==> src/rtl/mem_port_arbiter_pkg.sv <==
// ---------------------------------------------------------------------------
// mem_port_arbiter_pkg
// Shared definitions for the single-ported memory arbiter that sits between
// the instruction-fetch stage and the MEM stage of the pipeline.
//   ADDR_W / DATA_W : width of the shared memory address and data buses
//   arb_state_t     : arbiter FSM encoding (IDLE, GRANT_IF, GRANT_MEM)
//   mem_wins        : arbitration decision between the two requesters
// ---------------------------------------------------------------------------
package mem_port_arbiter_pkg;

  localparam int ADDR_W = 32;
  localparam int DATA_W = 32;

  typedef enum logic [1:0] {
    IDLE      = 2'd0,
    GRANT_IF  = 2'd1,
    GRANT_MEM = 2'd2
  } arb_state_t;

  // MEM has priority, except when fetch has already been passed over the
  // maximum number of times in a row.
  function automatic logic mem_wins(input logic if_req,
                                    input logic mem_req,
                                    input logic if_starved);
    return mem_req && !(if_req && if_starved);
  endfunction

endpackage

==> src/rtl/mem_port_arbiter.sv <==
// ---------------------------------------------------------------------------
// mem_port_arbiter
// Arbitrates a single non-pipelined memory port between instruction fetch
// (IF) and the MEM stage. One access is outstanding at a time; a granted
// command is held on port_* until port_ready, then the winner sees a
// one-cycle valid pulse with the captured read data.
//
// Parameters
//   STARVE_LIMIT : max consecutive MEM grants while a fetch is pending
//   WAIT_LIMIT   : max wait cycles on the port before a timeout is declared
// Ports
//   clk, rst_n                      : clock, synchronous active-low reset
//   if_req, if_addr                 : fetch read request
//   mem_req, mem_we, mem_addr,
//   mem_wdata                       : MEM-stage load/store request
//   port_ready, port_rdata          : shared memory completion / read data
//   port_req, port_we, port_addr,
//   port_wdata                      : registered command to shared memory
//   if_valid/if_rdata,
//   mem_valid/mem_rdata             : completion pulses and held read data
//   stall_F, stall_M                : pipeline stalls while a request waits
//   timeout                         : sticky port-timeout error flag
// ---------------------------------------------------------------------------
module mem_port_arbiter
  import mem_port_arbiter_pkg::*;
#(
  parameter int STARVE_LIMIT = 3,
  parameter int WAIT_LIMIT   = 15
) (
  input  logic              clk,
  input  logic              rst_n,
  input  logic              if_req,
  input  logic [ADDR_W-1:0] if_addr,
  input  logic              mem_req,
  input  logic              mem_we,
  input  logic [ADDR_W-1:0] mem_addr,
  input  logic [DATA_W-1:0] mem_wdata,
  input  logic              port_ready,
  input  logic [DATA_W-1:0] port_rdata,
  output logic              port_req,
  output logic              port_we,
  output logic [ADDR_W-1:0] port_addr,
  output logic [DATA_W-1:0] port_wdata,
  output logic              if_valid,
  output logic              mem_valid,
  output logic [DATA_W-1:0] if_rdata,
  output logic [DATA_W-1:0] mem_rdata,
  output logic              stall_F,
  output logic              stall_M,
  output logic              timeout
);

  localparam int SW = (STARVE_LIMIT > 0) ? $clog2(STARVE_LIMIT + 1) : 1;
  localparam int WW = (WAIT_LIMIT > 1) ? $clog2(WAIT_LIMIT + 1) : 1;

  arb_state_t    state;
  logic [SW-1:0] starve_cnt;
  logic [WW-1:0] wait_cnt;

  // Saturating increment of the fetch-starvation counter.
  function automatic logic [SW-1:0] starve_sat_inc(input logic [SW-1:0] c);
    return (c == SW'(STARVE_LIMIT)) ? c : c + SW'(1);
  endfunction

  assign stall_F = if_req & ~if_valid;
  assign stall_M = mem_req & ~mem_valid;

  always_ff @(posedge clk) begin
    if (!rst_n) begin
      state      <= IDLE;
      starve_cnt <= '0;
      wait_cnt   <= '0;
      timeout    <= 1'b0;
      port_req   <= 1'b0;
      port_we    <= 1'b0;
      port_addr  <= '0;
      port_wdata <= '0;
      if_valid   <= 1'b0;
      mem_valid  <= 1'b0;
      if_rdata   <= '0;
      mem_rdata  <= '0;
    end else begin
      if_valid  <= 1'b0;
      mem_valid <= 1'b0;
      case (state)
        IDLE: begin
          wait_cnt <= '0;
          // During a valid pulse the requester still shows its old request;
          // skip arbitration for that one cycle so it is not served twice.
          if (!if_valid && !mem_valid && (if_req || mem_req)) begin
            port_req <= 1'b1;
            if (mem_wins(if_req, mem_req, starve_cnt == SW'(STARVE_LIMIT))) begin
              state      <= GRANT_MEM;
              port_we    <= mem_we;
              port_addr  <= mem_addr;
              port_wdata <= mem_wdata;
              if (if_req) begin
                starve_cnt <= starve_sat_inc(starve_cnt);
              end
            end else begin
              state      <= GRANT_IF;
              port_we    <= 1'b0;
              port_addr  <= if_addr;
              port_wdata <= '0;
              starve_cnt <= '0;
            end
          end
        end

        GRANT_IF, GRANT_MEM: begin
          if (port_ready) begin
            state    <= IDLE;
            port_req <= 1'b0;
            port_we  <= 1'b0;
            if (state == GRANT_IF) begin
              if_rdata <= port_rdata;
              if_valid <= 1'b1;
            end else begin
              // Stores complete without touching the held load data.
              mem_valid <= 1'b1;
              if (!port_we) begin
                mem_rdata <= port_rdata;
              end
            end
          end else if (wait_cnt == WW'(WAIT_LIMIT - 1)) begin
            // Give up on this access: no valid pulse, requester will be
            // re-arbitrated from IDLE if it is still asking.
            wait_cnt <= WW'(WAIT_LIMIT);
            timeout  <= 1'b1;
            state    <= IDLE;
            port_req <= 1'b0;
            port_we  <= 1'b0;
          end else begin
            wait_cnt <= wait_cnt + WW'(1);
          end
        end

        default: state <= IDLE;
      endcase
    end
  end

endmodule

==> config.mk <==
export PLATFORM = sky130hd
export DESIGN_NAME = mem_port_arbiter
export DESIGN_NICKNAME = d
export VERILOG_FILES = /design/src/rtl/mem_port_arbiter_pkg.sv /design/src/rtl/mem_port_arbiter.sv
export SDC_FILE = /design/constraint.sdc
export NUM_CORES = 1
export LEC_CHECK = 0
export CORE_UTILIZATION = 38
export CTS_CLUSTER_SIZE = 25
export DETAILED_ROUTE_END_ITERATION = 8
export MAX_ROUTING_LAYER = met4
export PLACE_DENSITY = 0.83
export SLEW_MARGIN = 40
export SYNTH_ARGS = -nofsm -noshare
export SYNTH_HDL_FRONTEND = slang
export SYNTH_SLANG_ARGS = --single-unit
==> constraint.sdc <==
create_clock -name clk -period 2 [get_ports clk]
set_input_delay 0.4 -clock clk [delete_from_list [all_inputs] [get_ports clk]]
set_output_delay 0.4 -clock clk [all_outputs]
set_load 0.02 [all_outputs]
* Word level (Yosys, flattened, before mapping) *
Index checks and enable logic that the tools add are counted.

operators by class
  add/sub/neg operators = 2
  $mul = 0
  divide/modulo/power cells = 0
  magnitude comparators = 0
  eq/ne operators = 9
  shift-type cells = 0
  multiplexer cells = 22
  bitwise operators = 7
  reductions and logical operators = 20

operators by type and width
  kind                                           number
  two-way mux 32 bit                             2
  two-way mux 2 bit                              7
  AND reduction 3 bit                            4
  two-way mux 4 bit                              2
  inequality test 2 bit, second input constant   4
  case mux 4 bit (2 select lines)                1
  AND reduction 4 bit                            2
  two-way mux 1 bit                              7
  AND reduction 2 bit                            3
  inverter 1 bit                                 5
  adder 4 x 1 -> 4 bit, second input constant    1
  == test 2 bit, second input constant           2
  == test 4 bit, second input constant           1
  logical AND 1 bit                              4
  case mux 1 bit (2 select lines)                2
  case mux 2 bit (2 select lines)                1
  logical NOT 1 bit                              3
  inequality test 3 bit, second input constant   1
  adder 2 x 1 -> 2 bit, second input constant    1
  bitwise AND 1 bit                              2
  == test 2 x 1 -> 1 bit, second input constant  1
  logical NOT 2 bit                              1
  nonzero test 2 bit                             1
  OR reduction 2 bit                             1
  logical OR 1 bit                               1

storage, ports and cells
  register bits after elaboration = 141
  latch bits = 0
  RAM bits = 0
  ROM bits = 0
  input port bits = 134
  output and inout bits = 135
  word-level logic and storage cells = 72
  memories kept = 0

* Depth between registers and ports, before layout *
  depth in word-level cells = 7
  depth in mapped cells = 8
  depth with buffers taken out = 6

* Worst setup path before layout *
Ideal clock, no wire load.

  kind = flip-flop to flip-flop
  start point = register state[0]
  end point = register mem_rdata[10]
  library setup time = 116 ps
  arrival time = 1515 ps
  required time = 1884 ps
  path slack = 369 ps
  stages on the path, launching flop included = 9
  buffers on the path = 2
  clock period less this slack = 1631 ps
  cells stage by stage = dfxtp_1 inv_1 ha_1 nand2_2 or3_1 buf_2 buf_6 nand2_1 a21boi_1

on the way
  longest elaborated chain between the ends = 3
  elaborated cells on any way between the ends = 5
  classes of those cells = eq/ne (2); bitwise (1); reduce/logical (2)

RTL lines
  element                                                  line                                             source
  from (decl)                                              mem_port_arbiter.sv:56                           arb_state_t state;
  from (signal assigned)                                   mem_port_arbiter.sv:70                           state <= IDLE;
  from (signal assigned)                                   mem_port_arbiter.sv:93                           state <= GRANT_MEM;
  from (signal assigned)                                   mem_port_arbiter.sv:101                          state <= GRANT_IF;
  == test 2 x 1 -> 1 bit or == test 2 bit (tied branches)  mem_port_arbiter.sv:85, mem_port_arbiter.sv:115
  OR reduction 2 bit or inverter 1 bit (tied branches)     n/a
  AND reduction 4 bit (no line) *                          n/a
  to (signal assigned)                                     mem_port_arbiter.sv:122                          mem_rdata <= port_rdata;
  to (decl)                                                mem_port_arbiter.sv:47                           output logic [DATA_W-1:0] mem_rdata,

Every way passes the cells marked *; elsewhere a longest branch is shown, timed or not.
A chain may end at the register's enable or synchronous reset.

* Worst setup path in the final report *
  start point = register mem_valid
  end point = output port mem_valid

RTL lines
  element                 line                     source
  from (decl)             mem_port_arbiter.sv:45   output logic mem_valid,
  from (signal assigned)  mem_port_arbiter.sv:79   mem_valid <= 1'b0;
  from (signal assigned)  mem_port_arbiter.sv:84   mem_valid <= 1'b0;
  from (signal assigned)  mem_port_arbiter.sv:120  mem_valid <= 1'b1;

No word-level cell between the ends.

==> metrics.txt <==
H-tree level count=4; clock buffer depth=2; GP Congestion=between 0.7 and 0.8; crit-path cells=clkdlybuf4s50_1; worst hold path class=flop to flop; CP required=1.60 ns; most frequent cells in the layout=clkdlybuf4s50_1 (263), nand2_1 (206), dfxtp_1 (141), a21boi_1 (72), a21oi_1 (68); WP buf/inv=1; # nets final=approximately 1,100; Clock transition at path regs=0.06 ns; pre-CTS setup slack=-0.0771 ns; CP arrival=around 1.5 ns; Seq cells post-synth=141; R2R Path Start=state[0]; Starting Density=0.389; vias per cell=between 4 and 5; clock power share=0.386; asr flop ratio synth=0; CP Depth=1; final worst slack=roughly 0.11 ns; Max Slew Vio Count=0; Iteration-0 DRC Markers=345; FP Rows=44; Switching Power=2.40 mW; CP top delay family=buffers and inverters; n_diodes=0; vias=~5,600; Hold Vio Cnt, Final=0; total clock buffers created by CTS=17; P&R area growth vs syn=63.3%; most common cell after layout, fill and taps aside=clkdlybuf4s50_1; syn_area_per_cell=just over 8 um^2; Core ar.=about 14,000 um^2; RSZ-0062 raised after global routing=false; Switching Fraction=0.279; Reg power frac=0.371; Startpoint Class=flop; Ys Warns=0; GRT Util Overall=0.222; Final Non-Filler Cells=about 1,100; TNS Setup=0 ns; DRT Pass-1 Iters=7; actual slew at the worst max-slew pin=0.484 ns; Post-route DRC=0; Leakage=3.36 nW; sequential-to-total area share from yosys stat=0.501; Critical Path Start=mem_valid; placed cell count=1,100; Synth cell types=34; Skew-Pair Late Insertion Delay=0.41 ns; first-pass GRT wire length=25,700 um; Port-buffer cells=268; die width=124 um; Num Clock Sinks=141; Final Setup Violations=0; GR Overflow Total=0; Comb power frac=0.243; VDD IR max=0.000618 V; P_int=6.23 mW; I/O pins=269; final antenna-violating net count=0; CP Class=flop to primary output; Max Cap Viol=0; cell area after synthesis=about 5600 um^2; initial antenna violation count=0; endpoint type of the worst setup path=primary output; Crit Path Max Fanout=3; number of hold buffers added after CTS=0; Post-Syn Instances=approximately 700; Max Clock Skew=0.00880 ns; Top FF cell, synth=dfxtp_1; syn_nets=823; Filler cells=1,225; Max Clk Rate=0.529 GHz; die area=15,300 um^2; Worst Hold Depth=2; share of cells above drive strength 1=0.0580; TritonCTS clock tree=built; routed length per instance=14.8 um; CTS Root Cell=clkbuf_16; Post-DP HPWL=11,500 um; CP max-delay cell=clkdlybuf4s50_1; Slew HR=0.677; R2R depth=7; crit-path max cell delay=approximately 0.67 ns; vias in the first global route=5,349; Final Cycle Share=0.945; largest net degree at the start of global routing=56; final WL=16,700 um; minimum clock period=roughly 1.9 ns; Post-synth EDFFs=0; hold_sp=port_wdata[26]; outcome=finished, final reports clean; Cell Pwr Density=approximately 940 nW/um^2; Chip Height=124 um
[synth_stat cells, drive strengths merged (3+ instances only)]
library cell  instances  area (um^2)
dfxtp               141         2820
o21ai                38          190
a21oi                68          340
nor3b                 3         22.5
nand3                37          185
inv                   4         15.0
clkbuf               26         97.6
ha                    6         75.1
a21boi               98          736
nor2b                 5         31.3
nor2                  4         17.5
buf                  27          175
nand2               207          780
[layer usage]
| metal | global-route usage | wire [um] |
|---|---|---|
| met5 | - | 0 |
| met4 | 0.0843 | 299 |
| met3 | 0.0655 | 1310 |
| met2 | 0.364 | 8030 |
| met1 | 0.256 | 7090 |
[stage by stage]
stage / area, um^2 / total power, mW / utilization / hold slack (ns)
final: 9200 / 8.63 / 0.635 / 0.447
after detailed placement: 8570 / 5.36 / 0.592 / 0.441
after floorplan: 5630 / 4.31 / - / 0.446
after global routing: 9200 / 9.05 / 0.635 / 0.465
after CTS: 9200 / 8.72 / 0.635 / 0.448
after global placement: 8570 / 5.33 / 0.592 / 0.436
[registers in the layout, indices dropped and copies added, names as in the netlist]
name,flops
state,2
starve_cnt,2
port_addr,32
mem_rdata,32
port_req,1
if_valid,1
if_rdata,32
mem_valid,1
timeout,1
wait_cnt,4
port_wdata,32
port_we,1
[cell type report]
| cell class | instances | area [um^2] | share of cell area |
|---|---|---|---|
| Clock buffer | 22 | 464 | 0.0505 |
| Clock inverter | 10 | 163 | 0.0177 |
| Inverter | 4 | 15.0 | 0.00163 |
| Multi-Input combinational cell | 485 | 2540 | 0.276 |
| Sequential cell | 141 | 2820 | 0.307 |
| Tap cell | 184 | 230 | 0.0250 |
| Timing Repair Buffer | 286 | 2960 | 0.322 |
[power by group through the flow]
stage / Combinational, mW / Clock [mW] / Sequential (mW)
2_1_floorplan: 0.757 / 0 / 3.55
3_3_place_gp: 2.08 / 0 / 3.25
3_5_place_dp: 2.11 / 0 / 3.26
4_1_cts: 2.11 / 3.41 / 3.20
5_1_grt: 2.27 / 3.54 / 3.23
6_report: 2.10 / 3.34 / 3.20
[final timing paths]
kind               endpoint  slack [ns]
min          port_wdata[26]        0.45
max               mem_valid        0.11
min reg2reg  port_wdata[26]        0.45
max reg2reg    mem_rdata[0]        0.23
[cell families after synthesis]
logic type / count (synthesis) / synth area share
adders and majority gates: 6 / 0.0133
AOI/OAI and AO/OA: 212 / 0.236
muxes: 1 / 0.00178
buffers and inverters: 57 / 0.0511
and+or+nand+nor: 266 / 0.196
DFF: 141 / 0.501
[timing repair]
action                     4_1_cts  5_1_grt
gates cloned                     0        0
setup buffers                    0        0
setup endpoints to repair        3        1
resized for setup                3        1
Power figures use the tool's default switching activity.
